File: src/rtl/sram_arbiter_if.sv
// Bundle of every signal between the two masters, the arbiter and the SRAM
// controller. The arbiter connects through the slave modport; whatever
// drives the masters and the controller connects through the master modport.
//
// Handshake: a master raises req together with wren/addr/wdata/bmask and
// holds all of them steady until it sees its one-cycle ack. In the cycle
// after the ack it either drops req or presents a new command; a req still
// high in that cycle counts as a new request. rdata and err are only
// meaningful while the matching ack is high. On the controller side the
// arbiter holds one strobe (wren or rden) high until i_s_ack comes back, or
// until the watchdog gives up on the access.
interface sram_arbiter_if;
  // instruction-fetch master (M0)
  logic        i_m0_req;
  logic        i_m0_wren;
  logic [31:0] i_m0_addr;
  logic [31:0] i_m0_wdata;
  logic [3:0]  i_m0_bmask;
  logic        o_m0_ack;
  logic [31:0] o_m0_rdata;
  logic        o_m0_err;
  // LSU data master (M1)
  logic        i_m1_req;
  logic        i_m1_wren;
  logic [31:0] i_m1_addr;
  logic [31:0] i_m1_wdata;
  logic [3:0]  i_m1_bmask;
  logic        o_m1_ack;
  logic [31:0] o_m1_rdata;
  logic        o_m1_err;
  // SRAM controller side
  logic [31:0] o_s_addr;
  logic [31:0] o_s_wdata;
  logic [3:0]  o_s_bmask;
  logic        o_s_wren;
  logic        o_s_rden;
  logic [31:0] i_s_rdata;
  logic        i_s_ack;
  // status
  logic        o_busy;

  modport slave (
    input  i_m0_req, i_m0_wren, i_m0_addr, i_m0_wdata, i_m0_bmask,
    input  i_m1_req, i_m1_wren, i_m1_addr, i_m1_wdata, i_m1_bmask,
    input  i_s_rdata, i_s_ack,
    output o_m0_ack, o_m0_rdata, o_m0_err,
    output o_m1_ack, o_m1_rdata, o_m1_err,
    output o_s_addr, o_s_wdata, o_s_bmask, o_s_wren, o_s_rden,
    output o_busy
  );

  modport master (
    output i_m0_req, i_m0_wren, i_m0_addr, i_m0_wdata, i_m0_bmask,
    output i_m1_req, i_m1_wren, i_m1_addr, i_m1_wdata, i_m1_bmask,
    output i_s_rdata, i_s_ack,
    input  o_m0_ack, o_m0_rdata, o_m0_err,
    input  o_m1_ack, o_m1_rdata, o_m1_err,
    input  o_s_addr, o_s_wdata, o_s_bmask, o_s_wren, o_s_rden,
    input  o_busy
  );
endinterface

File: src/rtl/sram_arbiter.sv
// Two-master round-robin arbiter in front of the single SRAM controller.
// M0 is instruction fetch, M1 is the LSU. The winner's command is latched
// on the grant edge and held on the controller side until the controller
// acks or the watchdog expires. Acks and read data are combinational from
// the controller's ack, so the return path adds no latency.
module sram_arbiter #(
  parameter int TIMEOUT = 255  // BUSY cycles without ack before abort, 1..255
) (
  input  logic                 i_clk,
  input  logic                 i_rst,
  sram_arbiter_if.slave        bus,
  output logic [1:0]           o_dbg_state
);

  typedef enum logic [1:0] {
    IDLE  = 2'd0,
    BUSY0 = 2'd1,
    BUSY1 = 2'd2
  } state_e;

  // Counter value at which the access is abandoned; with the counter
  // cleared on grant this is the (TIMEOUT+1)th BUSY cycle.
  localparam logic [7:0] TO_LIMIT = 8'(TIMEOUT);

  state_e      state_q, state_d;
  logic        last_q, last_d;          // most recently granted master
  logic [7:0]  cnt_q, cnt_d;            // watchdog
  logic [31:0] cmd_addr_q, cmd_addr_d;
  logic [31:0] cmd_wdata_q, cmd_wdata_d;
  logic [3:0]  cmd_bmask_q, cmd_bmask_d;
  logic        cmd_wren_q, cmd_wren_d;

  // Shared decode of the current access
  logic        in_busy;
  logic        owner;                   // 0 = M0, 1 = M1 (valid in BUSY)
  logic        s_done;                  // controller acked this cycle
  logic        wd_fire;                 // watchdog expired without ack
  logic        grant_m0;
  logic        grant_m1;

  // Classify the current cycle: who owns the bus and how the access ends
  always_comb begin
    in_busy  = (state_q != IDLE);
    owner    = (state_q == BUSY1);
    s_done   = in_busy && bus.i_s_ack;
    wd_fire  = in_busy && !bus.i_s_ack && (cnt_q == TO_LIMIT);
    // Round-robin: a lone request wins; a tie goes to the master that was
    // not granted last.
    grant_m0 = 1'b0;
    grant_m1 = 1'b0;
    if (bus.i_m0_req && bus.i_m1_req) begin
      grant_m0 = last_q;
      grant_m1 = !last_q;
    end else begin
      grant_m0 = bus.i_m0_req;
      grant_m1 = bus.i_m1_req;
    end
  end

  // Next-state logic: grant from IDLE, finish on ack or watchdog
  always_comb begin
    state_d     = state_q;
    last_d      = last_q;
    cnt_d       = cnt_q;
    cmd_addr_d  = cmd_addr_q;
    cmd_wdata_d = cmd_wdata_q;
    cmd_bmask_d = cmd_bmask_q;
    cmd_wren_d  = cmd_wren_q;
    case (state_q)
      IDLE: begin
        // A late controller ack here is simply not looked at.
        if (grant_m0) begin
          state_d     = BUSY0;
          last_d      = 1'b0;
          cnt_d       = 8'd0;
          cmd_addr_d  = bus.i_m0_addr;
          cmd_wdata_d = bus.i_m0_wdata;
          cmd_bmask_d = bus.i_m0_bmask;
          cmd_wren_d  = bus.i_m0_wren;
        end else if (grant_m1) begin
          state_d     = BUSY1;
          last_d      = 1'b1;
          cnt_d       = 8'd0;
          cmd_addr_d  = bus.i_m1_addr;
          cmd_wdata_d = bus.i_m1_wdata;
          cmd_bmask_d = bus.i_m1_bmask;
          cmd_wren_d  = bus.i_m1_wren;
        end
      end
      BUSY0, BUSY1: begin
        // Requests are ignored here; the command registers stay frozen.
        if (s_done || wd_fire) begin
          state_d = IDLE;
        end else begin
          cnt_d = cnt_q + 8'd1;
        end
      end
      default: begin
        state_d = IDLE;
      end
    endcase
  end

  // State, priority, watchdog and command registers
  always_ff @(posedge i_clk or posedge i_rst) begin
    if (i_rst) begin
      state_q     <= IDLE;
      last_q      <= 1'b1;
      cnt_q       <= 8'd0;
      cmd_addr_q  <= 32'd0;
      cmd_wdata_q <= 32'd0;
      cmd_bmask_q <= 4'd0;
      cmd_wren_q  <= 1'b0;
    end else begin
      state_q     <= state_d;
      last_q      <= last_d;
      cnt_q       <= cnt_d;
      cmd_addr_q  <= cmd_addr_d;
      cmd_wdata_q <= cmd_wdata_d;
      cmd_bmask_q <= cmd_bmask_d;
      cmd_wren_q  <= cmd_wren_d;
    end
  end

  // Controller-side outputs: latched command, one strobe while the access
  // is live; the strobes drop in the watchdog cycle and asynchronously on
  // reset because they decode the state register directly.
  always_comb begin
    bus.o_s_addr  = cmd_addr_q;
    bus.o_s_wdata = cmd_wdata_q;
    bus.o_s_bmask = cmd_bmask_q;
    bus.o_s_wren  = 1'b0;
    bus.o_s_rden  = 1'b0;
    if (in_busy && !wd_fire) begin
      bus.o_s_wren = cmd_wren_q;
      bus.o_s_rden = !cmd_wren_q;
    end
    bus.o_busy    = in_busy;
    o_dbg_state   = state_q;
  end

  // Master-side return path: ack/data/err go only to the owner. A real
  // controller ack beats a watchdog expiry landing in the same cycle.
  always_comb begin
    bus.o_m0_ack   = 1'b0;
    bus.o_m0_err   = 1'b0;
    bus.o_m0_rdata = 32'd0;
    bus.o_m1_ack   = 1'b0;
    bus.o_m1_err   = 1'b0;
    bus.o_m1_rdata = 32'd0;
    if (!owner) begin
      bus.o_m0_ack   = s_done || wd_fire;
      bus.o_m0_err   = wd_fire;
      bus.o_m0_rdata = s_done ? bus.i_s_rdata : 32'd0;
    end else begin
      bus.o_m1_ack   = s_done || wd_fire;
      bus.o_m1_err   = wd_fire;
      bus.o_m1_rdata = s_done ? bus.i_s_rdata : 32'd0;
    end
  end

endmodule

File: src/flat_wrapper.sv
// flat-port wrapper written by rule: the top's interface ports become plain ports
module sram_arbiter_flat 
#(
  parameter int TIMEOUT = 255                                                 
)
  (i_clk, i_rst, o_dbg_state, bus_i_m0_req, bus_i_m0_wren, bus_i_m0_addr, bus_i_m0_wdata, bus_i_m0_bmask, bus_i_m1_req, bus_i_m1_wren, bus_i_m1_addr, bus_i_m1_wdata, bus_i_m1_bmask, bus_i_s_rdata, bus_i_s_ack, bus_o_m0_ack, bus_o_m0_rdata, bus_o_m0_err, bus_o_m1_ack, bus_o_m1_rdata, bus_o_m1_err, bus_o_s_addr, bus_o_s_wdata, bus_o_s_bmask, bus_o_s_wren, bus_o_s_rden, bus_o_busy);
  sram_arbiter_if bus_i ();
  input  logic i_clk;
  input  logic i_rst;
  output logic [1:0] o_dbg_state;
  input wire logic [$bits(bus_i.i_m0_req)-1:0] bus_i_m0_req;
  input wire logic [$bits(bus_i.i_m0_wren)-1:0] bus_i_m0_wren;
  input wire logic [$bits(bus_i.i_m0_addr)-1:0] bus_i_m0_addr;
  input wire logic [$bits(bus_i.i_m0_wdata)-1:0] bus_i_m0_wdata;
  input wire logic [$bits(bus_i.i_m0_bmask)-1:0] bus_i_m0_bmask;
  input wire logic [$bits(bus_i.i_m1_req)-1:0] bus_i_m1_req;
  input wire logic [$bits(bus_i.i_m1_wren)-1:0] bus_i_m1_wren;
  input wire logic [$bits(bus_i.i_m1_addr)-1:0] bus_i_m1_addr;
  input wire logic [$bits(bus_i.i_m1_wdata)-1:0] bus_i_m1_wdata;
  input wire logic [$bits(bus_i.i_m1_bmask)-1:0] bus_i_m1_bmask;
  input wire logic [$bits(bus_i.i_s_rdata)-1:0] bus_i_s_rdata;
  input wire logic [$bits(bus_i.i_s_ack)-1:0] bus_i_s_ack;
  output wire logic [$bits(bus_i.o_m0_ack)-1:0] bus_o_m0_ack;
  output wire logic [$bits(bus_i.o_m0_rdata)-1:0] bus_o_m0_rdata;
  output wire logic [$bits(bus_i.o_m0_err)-1:0] bus_o_m0_err;
  output wire logic [$bits(bus_i.o_m1_ack)-1:0] bus_o_m1_ack;
  output wire logic [$bits(bus_i.o_m1_rdata)-1:0] bus_o_m1_rdata;
  output wire logic [$bits(bus_i.o_m1_err)-1:0] bus_o_m1_err;
  output wire logic [$bits(bus_i.o_s_addr)-1:0] bus_o_s_addr;
  output wire logic [$bits(bus_i.o_s_wdata)-1:0] bus_o_s_wdata;
  output wire logic [$bits(bus_i.o_s_bmask)-1:0] bus_o_s_bmask;
  output wire logic [$bits(bus_i.o_s_wren)-1:0] bus_o_s_wren;
  output wire logic [$bits(bus_i.o_s_rden)-1:0] bus_o_s_rden;
  output wire logic [$bits(bus_i.o_busy)-1:0] bus_o_busy;
  assign bus_i.i_m0_req = bus_i_m0_req;
  assign bus_i.i_m0_wren = bus_i_m0_wren;
  assign bus_i.i_m0_addr = bus_i_m0_addr;
  assign bus_i.i_m0_wdata = bus_i_m0_wdata;
  assign bus_i.i_m0_bmask = bus_i_m0_bmask;
  assign bus_i.i_m1_req = bus_i_m1_req;
  assign bus_i.i_m1_wren = bus_i_m1_wren;
  assign bus_i.i_m1_addr = bus_i_m1_addr;
  assign bus_i.i_m1_wdata = bus_i_m1_wdata;
  assign bus_i.i_m1_bmask = bus_i_m1_bmask;
  assign bus_i.i_s_rdata = bus_i_s_rdata;
  assign bus_i.i_s_ack = bus_i_s_ack;
  assign bus_o_m0_ack = bus_i.o_m0_ack;
  assign bus_o_m0_rdata = bus_i.o_m0_rdata;
  assign bus_o_m0_err = bus_i.o_m0_err;
  assign bus_o_m1_ack = bus_i.o_m1_ack;
  assign bus_o_m1_rdata = bus_i.o_m1_rdata;
  assign bus_o_m1_err = bus_i.o_m1_err;
  assign bus_o_s_addr = bus_i.o_s_addr;
  assign bus_o_s_wdata = bus_i.o_s_wdata;
  assign bus_o_s_bmask = bus_i.o_s_bmask;
  assign bus_o_s_wren = bus_i.o_s_wren;
  assign bus_o_s_rden = bus_i.o_s_rden;
  assign bus_o_busy = bus_i.o_busy;
  sram_arbiter #(.TIMEOUT(TIMEOUT)) u_core (.i_clk(i_clk), .i_rst(i_rst), .bus(bus_i), .o_dbg_state(o_dbg_state));
endmodule
File: config.mk
export PLATFORM = sky130hd
export DESIGN_NAME = sram_arbiter_flat
export DESIGN_NICKNAME = d
export VERILOG_FILES = /design/src/rtl/sram_arbiter_if.sv /design/src/rtl/sram_arbiter.sv /design/src/flat_wrapper.sv
export SDC_FILE = /design/constraint.sdc
export NUM_CORES = 1
export LEC_CHECK = 0
export ABC_AREA = 1
export CORE_AREA = 4 4 120 122
export DETAILED_ROUTE_END_ITERATION = 7
export DIE_AREA = 0 0 124 126
export HOLD_SLACK_MARGIN = 0.12
export PLACE_DENSITY = 0.76
export SYNTH_ARGS = -nofsm -noshare
export SYNTH_HDL_FRONTEND = slang
export SYNTH_SLANG_ARGS = --single-unit
File: constraint.sdc
create_clock -name i_clk -period 4.08 [get_ports i_clk]
set_clock_uncertainty 0.1 [all_clocks]
set_input_delay 0.816 -clock i_clk [delete_from_list [all_inputs] [get_ports i_clk]]
set_output_delay 0.816 -clock i_clk [all_outputs]
set_load 0.03 [all_outputs]
Word-level counts from Yosys, hierarchy flattened. Cells that the tools add are included.

Flip-flop bits (word level): 80. Bits in latches: 0. Memory bits (writable): 0. Bits in read-only memories: 0. Input port bits: 175. Output and inout port bits: 141. Logic and storage cells: 61. Memories kept: 0.

$add $sub $neg: 1. Multipliers: 0. Divide/modulo/power cells: 0. Magnitude comparators: 0. Equality and inequality tests: 6. Shifts and indexed selects: 0. Multiplexer cells: 29. Bitwise logic cells: 0. Reductions and logical operators: 18.

Operators by type and width (number): $mux W32 (7); $mux W8 (3); $pmux W8 S2 (1); $mux W1 (12); $add A8 B1 Y8 const B (1); $eq A8 B8 Y1 const B (1); $mux W4 (2); $mux W2 (3); $reduce_bool A2 Y1 (3); $logic_and A1 B1 Y1 (5); $logic_not A1 Y1 (4); $pmux W2 S2 (1); $reduce_and A2 Y1 (2); $ne A3 B1 Y1 const B (1); $reduce_and A3 Y1 (1); $eq A2 B1 Y1 const B (1); $eq A2 B2 Y1 const B (1); $logic_not A2 Y1 (1); $ne A2 B1 Y1 const B (1); $ne A2 B2 Y1 const B (1); $reduce_or A2 Y1 (1); $logic_or A1 B1 Y1 (1).

Logic depth before layout (Yosys ltp). Gate-level depths: netlist of the first run.

Depth after elaboration: 6. Mapped depth: 9. Mapped depth without buffers: 9.

Worst setup path before layout of the first run. No wires, ideal clock.

Path type: register to output. Start point: reg u_core.state_q[0] (netlist: u_core.o_dbg_state[0]). End point: out bus_o_m0_rdata[10]. Data arrival time: 2323 ps. Required time: 3164 ps. Slack: 841 ps. Cell stages (with the launch flop): 8. Buffers on the path: 2. Path through: dfrtp_1 -> inv_1 -> ha_1 -> inv_1 -> nand2_1 -> buf_2 -> buf_2 -> nor3_1.

Word-level cells in the longest chain between the ends: 4. Elaborated cells on any way between the ends: 5. Classes of those cells: 1 x eq/ne; 2 x mux; 2 x reduce/logical.

RTL lines: from (decl) (RTL line sram_arbiter.sv:25) `state_e state_q, state_d;`; from (signal assigned) (RTL line sram_arbiter.sv:115) `state_q <= state_d;`; $reduce_bool A2 Y1 (RTL line sram_arbiter.sv:43) `in_busy = (state_q != IDLE);`; named net bus_o_busy (RTL line flat_wrapper.sv:34) `output wire logic [$bits(bus_i.o_busy)-1:0] bus_o_busy;`; $logic_and A1 B1 Y1 (RTL line sram_arbiter.sv:45) `s_done = in_busy && bus.i_s_ack;`; $mux W32 (RTL line sram_arbiter.sv:154) `bus.o_m0_rdata = s_done ? bus.i_s_rdata : 32'd0;`; $mux W32 (RTL line sram_arbiter.sv:151) `if (!owner) begin`; to (decl) (RTL line flat_wrapper.sv:24) `output wire logic [$bits(bus_i.o_m0_rdata)-1:0] bus_o_m0_rdata;`.

The timed path passes the listed nets, and every way through them passes these cells.

Final worst setup path of the first run.
Start point: in bus_i_s_ack. End point: out bus_o_m0_ack.

Word-level cells in the longest chain between the ends: 5. Elaborated cells on any way between the ends: 6. Classes of those cells: 1 x mux; 5 x reduce/logical.

RTL lines: from (decl) (RTL line flat_wrapper.sv:22) `input wire logic [$bits(bus_i.i_s_ack)-1:0] bus_i_s_ack;`; $logic_not A1 Y1 (RTL line sram_arbiter.sv:46) `wd_fire = in_busy && !bus.i_s_ack && (cnt_q == TO_LIMIT);`; $logic_and A1 B1 Y1 (2 in a row) (RTL line sram_arbiter.sv:46); $logic_or A1 B1 Y1 (*) (RTL line sram_arbiter.sv:152) `bus.o_m0_ack = s_done || wd_fire;`; $mux W1 (*) (RTL line sram_arbiter.sv:151); to (decl) (RTL line flat_wrapper.sv:23) `output wire logic [$bits(bus_i.o_m0_ack)-1:0] bus_o_m0_ack;`.

Mark *: on every way between the ends. The rest lies on a longest branch, timed or not.

==> impl_metrics.env, run 1 <==
export IMPL_fillers=1188
export IMPL_slew_headroom_pct=48.3
export IMPL_synth_area_sq_mm=0.00428
export IMPL_viasPerCell=4.55
export IMPL_die_w_microns=124
export IMPL_start_util_pct=32.5
export IMPL_grt_pass1_vias=4638
export IMPL_cts_root_buf="clkbuf_16"
export IMPL_grt_pass1_wl_microns=24600
export IMPL_outcome="finished clean"
export IMPL_finalCriticalPeriod_ns=3.48
export IMPL_synthFlopType="dfrtp_1"
export IMPL_diodes=0
export IMPL_ctsResizeCount=0
export IMPL_pin_count=316
export IMPL_clock_latency_ns=0.33
export IMPL_rsz0062_at_grt="no"
export IMPL_hpwl_microns=12600
export IMPL_finalSetupViolations=0
export IMPL_synthCells=594
export IMPL_overflow=0
export IMPL_ys_ff_latch=80
export IMPL_yosys_warnings=0
export IMPL_tightest_slew_ns=0.776
export IMPL_drc=0
export IMPL_post_synth_top_count_cell="nand2_1"
export IMPL_num_rows=42
export IMPL_io_buffers=315
export IMPL_synthArstFlopShare_pct=100
export IMPL_numClockSinks=80
export IMPL_dieArea_sq_mm=0.0156
export IMPL_synth_cell_types=27
export IMPL_ir_worst_vdd_v=0.000406
export IMPL_end_kind="output port"
export IMPL_synthToLayoutAreaGrowth_pct=84.7
export IMPL_cp_slowest_cell="clkdlybuf4s50_1"
export IMPL_critPathRequiredTime_ns=3.16
export IMPL_die_y_microns=126
export IMPL_cts_path_max_buffers=2
export IMPL_gp_congestion=0.855
export IMPL_drv_slew=0
export IMPL_drtAntennaViolNets=0
export IMPL_seq_area_frac_synth_pct=46.8
export IMPL_critPathLaunchType="input pin"
export IMPL_p_leak_uw=0.00359
export IMPL_path_clk_slew_ns=0.06
export IMPL_synth_top_cell_area_share_pct=46.1
export IMPL_cts_tree="built"
export IMPL_cp_cell_sequence="clkdlybuf4s50_1, nand2_2, buf_4, nand2_2, inv_1, nor2_1, clkdlybuf4s50_1"
export IMPL_holdBufCountCts=0
export IMPL_vias=4883
export IMPL_drive_gt1_share_pct=8.25
export IMPL_hold_violations=0
export IMPL_wl_microns=16200
export IMPL_synth_fp_nets=773
export IMPL_cp_max_fo=15
export IMPL_synthTopCellsByArea="dfrtp_1 46%, nand2_1 22%, nand3_1 9.2%"
export IMPL_grt_use_total_pct=20.2
export IMPL_yosysTopAreaCell="dfrtp_1"
export IMPL_drt_iter0_markers=169
export IMPL_cts_buffers_inserted=9
export IMPL_min_path_type="register to register"
export IMPL_htreeDepth=3
export IMPL_fin_util_pct=60.0
export IMPL_num_nets_final=1072
export IMPL_maxCapViolations=0
export IMPL_fmax_ghz=0.288
export IMPL_fin_crit_sh_pct=85.2
export IMPL_p_per_area_mw_per_mm2=704
export IMPL_avgSynthCellArea_sq_um=7.21
export IMPL_first_pass_iters=4
export IMPL_setup_tns_ns=0
export IMPL_critical_path_max_stage_delay_ns=0.69
export IMPL_synth_edf_count=0
export IMPL_grt_start_max_net_pins=71
export IMPL_postCtsSetupRepairBufs=0
export IMPL_critPathTopFamily="buffers and inverters"
export IMPL_coreArea_sq_mm=0.0132
export IMPL_critPathKind="input pin to output port"
export IMPL_antenna_found_initial=0
export IMPL_worstPathArrival_ns=2.56
export IMPL_path_buf_inv=4
export IMPL_synthTopCellsByCount="246 x nand2_1, 79 x dfrtp_1, 79 x nand3_1, 64 x nor3_1, 45 x inv_1"
export IMPL_post_drt_wl_per_cell_microns=15.1
==> tightest hold or removal path, cell delays in order, from the launching register on <==
cell and delay [ns]:
dfrtp_1 0.34, nand2_1 0.05, nand3_1 0.06
==> worst paths after layout <==
check	start	to	slack, ns	cells past startpoint
max	bus_i_s_ack	bus_o_m0_ack	0.60	7
min	u_core.bus.o_s_addr[11]$_DFFE_PP0P_	u_core.bus.o_s_addr[11]$_DFFE_PP0P_	0.39	2
max reg2reg	u_core.o_dbg_state[0]$_DFFE_PP0P_	u_core.bus.o_s_addr[7]$_DFFE_PP0P_	2.06	7
min reg2reg	u_core.bus.o_s_addr[11]$_DFFE_PP0P_	u_core.bus.o_s_addr[11]$_DFFE_PP0P_	0.39	2
max in group asynchronous	i_rst	u_core.last_q$_DFFE_PP1P_	2.41	3
min in group asynchronous	i_rst	u_core.bus.o_s_wdata[22]$_DFFE_PP0P_	0.75	2
==> report_power, final <==
part	total (uW)	switching [uW]	internal, uW	leakage [uW]
Combinational	3280	2000	1280	0.00245
Sequential	1360	199	1170	0.000984
Clock	929	318	611	0.000161
Total	5570	2520	3050	0.00359
==> layout make-up <==
type	count	area [sq um]	share of cell area (%)
clock inverter	5	105	1.33
sequential	80	2000	25.3
clock buffer	10	239	3.02
inverter	48	181	2.29
tap	176	220	2.78
multi-input combinational	430	1920	24.2
timing repair buffer	324	3250	41.0
==> metrics by stage <==
stage	worst slack, ns	cells	cell area [sq um]	power [uW]	hold WS [ns]
final	0.605	1073	7910	5570	0.391
after global routing	0.412	1073	7910	5910	0.409
after CTS	0.603	1073	7910	5640	0.396
after detailed placement	0.619	1058	7570	4690	0.382
after global placement	0.618	1058	7570	4660	0.378
after floorplan	0.841	594	4280	3290	0.381
==> cells in the final DEF, fill, tap and decap left out, drive strengths merged <==
cell	count
dfrtp	79
ha	4
buf	43
o21a	1
nand3	80
inv	46
nand3b	1
a21oi	3
o21bai	1
clkinvlp	2
bufinv	3
a21o	1
clkinv	2
nor3	65
dfstp	1
clkbuf	10
o21ai	1
clkdlybuf4s50	281
nand2	249
nor2	23
o211ai	1
==> routing by layer <==
metal	share of wire (%)	GRT usage (%)	vias up	wire length [microns]
li1	-	-	2464	-
met4	2.3	6.83	0	380
met3	9.9	6.05	21	1600
met2	50	35.3	206	8090
met5	0	0	-	0
met1	38	23.2	2192	6160
==> sequential cells by signal, summed over array words and instances, names as in the netlist <==
register / cells
u_core.cmd_wren_q: 1
u_core.bus.o_s_addr: 32
u_core.bus.o_s_bmask: 4
u_core.o_dbg_state: 2
u_core.bus.o_s_wdata: 32
u_core.cnt_q: 8
u_core.last_q: 1
==> kinds of logic (layout without fill, tap and decap cells) <==
family / Yosys count / after routing / synth area share [%]
adder cells (fa/ha/maj): 4 / 4 / 1.17
AO/OA/AOI/OAI: 8 / 8 / 1.64
AND/OR/NAND/NOR: 418 / 418 / 41.9
buffers and inverters: 84 / 387 / 8.56
flip-flops: 80 / 80 / 46.8
(Power assumes the default switching activity.)
==> run 2: changes to the inputs <==
- CORE_AREA: 4 4 120 122 -> 4 4 119 121
- DIE_AREA: 0 0 124 126 -> 0 0 123 125
- PLACE_DENSITY: 0.76 -> 0.77
- clock period: 4.08 -> 3.8 ns (I/O delays scaled with it)
==> impl_metrics.env, run 2 (synthesis results as in run 1) <==
export IMPL_outcome="finished clean"
export IMPL_cp_slowest_cell="clkdlybuf4s50_1"
export IMPL_internal_power_uw=3110
export IMPL_cts_buffers_inserted=9
export IMPL_tightest_slew_ns=0.841
export IMPL_finalCriticalPeriod_ns=3.44
export IMPL_cp_common_cell="inv_1"
export IMPL_dp_slack_ns=0.403
export IMPL_fmax_ghz=0.291
export IMPL_synthToLayoutAreaGrowth_pct=81.7
export IMPL_finalSetupViolations=0
export IMPL_hold_violations=0
export IMPL_drive_gt1_share_pct=8.15
export IMPL_critical_path_max_stage_delay_ns=0.70
export IMPL_overflow=0
export IMPL_critPathLaunchType="register"
export IMPL_grt_pass1_wl_microns=24400
export IMPL_gp_congestion=0.860
export IMPL_die_y_microns=125
export IMPL_holdBufCountCts=0
export IMPL_timing_final_ws_setup_ns=0.361
export IMPL_grt_pass1_vias=4789
export IMPL_p_per_area_mw_per_mm2=748
export IMPL_htreeDepth=3
export IMPL_p_seq_share_pct=25.3
export IMPL_worstPathArrival_ns=2.58
export IMPL_pwr_share_comb_pct=60.4
export IMPL_hpwl_microns=12700
export IMPL_p_sw_uw=2710
export IMPL_post_drt_wl_per_cell_microns=15.1
export IMPL_clock_latency_ns=0.33
export IMPL_p_leak_uw=0.00356
export IMPL_cts_root_buf="clkbuf_16"
export IMPL_end_kind="output port"
export IMPL_drc=0
export IMPL_num_nets_final=1072
export IMPL_io_buffers=315
export IMPL_die_w_microns=123
export IMPL_wl_microns=16200
export IMPL_coreArea_sq_mm=0.0131
export IMPL_first_pass_iters=4
export IMPL_cp_max_fo=55
export IMPL_fin_crit_sh_pct=90.5
export IMPL_cts_path_max_buffers=2
export IMPL_vias=4896
export IMPL_switching_share_pct=46.6
export IMPL_drt_iter0_markers=221
export IMPL_final_common_cell="clkdlybuf4s50_1"
export IMPL_clkPwrFrac_pct=14.3
export IMPL_critPathKind="register to output port"
export IMPL_path_clk_slew_ns=0.06
export IMPL_numClockSinks=80
export IMPL_grt_use_total_pct=20.1
export IMPL_total_power_uw=5820
export IMPL_min_path_type="register to register"
export IMPL_num_rows=42
export IMPL_whs_ns=0.392
export IMPL_drv_slew=0
export IMPL_cts_tree="built"
export IMPL_drtAntennaViolNets=0
export IMPL_critPathRequiredTime_ns=2.94
export IMPL_maxCapViolations=0
export IMPL_postCtsSetupRepairBufs=0
export IMPL_rsz0062_at_grt="no"
export IMPL_cp_cell_sequence="inv_1, ha_1, inv_1, nand2_2, buf_12, nor3_1, clkdlybuf4s50_1"
export IMPL_antenna_found_initial=0
export IMPL_dieArea_sq_mm=0.0154
export IMPL_layout_common_cells="281 x clkdlybuf4s50_1, 245 x nand2_1, 79 x nand3_1, 79 x dfrtp_1, 64 x nor3_1"
export IMPL_start_util_pct=32.7
export IMPL_setup_tns_ns=0
export IMPL_diodes=0
export IMPL_ir_worst_vdd_v=0.000389
export IMPL_viasPerCell=4.57
export IMPL_pin_count=316
export IMPL_ctsResizeCount=0
export IMPL_grt_start_max_net_pins=56
export IMPL_slew_headroom_pct=43.9
## run 2: power by group through the flow
| stage | Sequential, uW | Clock (uW) | Combinational [uW] |
|---|---|---|---|
| 2_1_floorplan | 2200 | 0 | 1330 |
| 3_3_place_gp | 1470 | 0 | 3520 |
| 3_5_place_dp | 1480 | 0 | 3550 |
| 4_1_cts | 1470 | 848 | 3560 |
| 5_1_grt | 1530 | 881 | 3750 |
| 6_report | 1480 | 831 | 3520 |
## run 2: cell type report
cell class / count / area, sq um
tap: 176 / 220
fill: 1181 / 5300
multi-input combinational: 430 / 1920
sequential: 80 / 2000
clock inverter: 5 / 50.0
clock buffer: 9 / 225
inverter: 48 / 181
timing repair buffer: 324 / 3190
## run 2: metal layers
metal	global-route usage, %	up-vias	routed length (microns)
li1	-	2465	-
met1	20.7	2184	5890
met2	36.5	224	8070
met3	8.18	23	1900
met4	6.91	0	365
met5	0	-	0
## run 2: worst paths after layout
check	slack (ns)	startpoint	cells after the start	to
hold reg to reg	0.39	u_core.bus.o_s_addr[26]$_DFFE_PP0P_	2	u_core.bus.o_s_addr[26]$_DFFE_PP0P_
setup / recovery	0.36	u_core.o_dbg_state[0]$_DFFE_PP0P_	7	bus_o_m0_rdata[1]
hold / removal	0.39	u_core.bus.o_s_addr[26]$_DFFE_PP0P_	2	u_core.bus.o_s_addr[26]$_DFFE_PP0P_
min in group asynchronous	0.80	i_rst	2	u_core.bus.o_s_wdata[2]$_DFFE_PP0P_
setup reg to reg	1.77	u_core.o_dbg_state[0]$_DFFE_PP0P_	7	u_core.cmd_wren_q$_DFFE_PP0P_
max in group asynchronous	2.07	i_rst	3	u_core.last_q$_DFFE_PP1P_
## run 2: worst max-delay path: cells and delay by family (launching register included)
kind	cells	cell delay [ns]
AND/OR/NAND/NOR	2	0.35
buffers and inverters	4	1.20
flip-flops	1	0.42
adder cells (fa/ha/maj)	1	0.28
## run 2: per-stage QoR
step                cell area [sq um]  cells  utilization [%]
floorplan                        4280    594                -
global placement                 7510   1058             57.4
detailed placement               7510   1058             57.4
CTS                              7780   1072             59.5
global route                     7780   1072             59.5
finish                           7780   1072             59.5
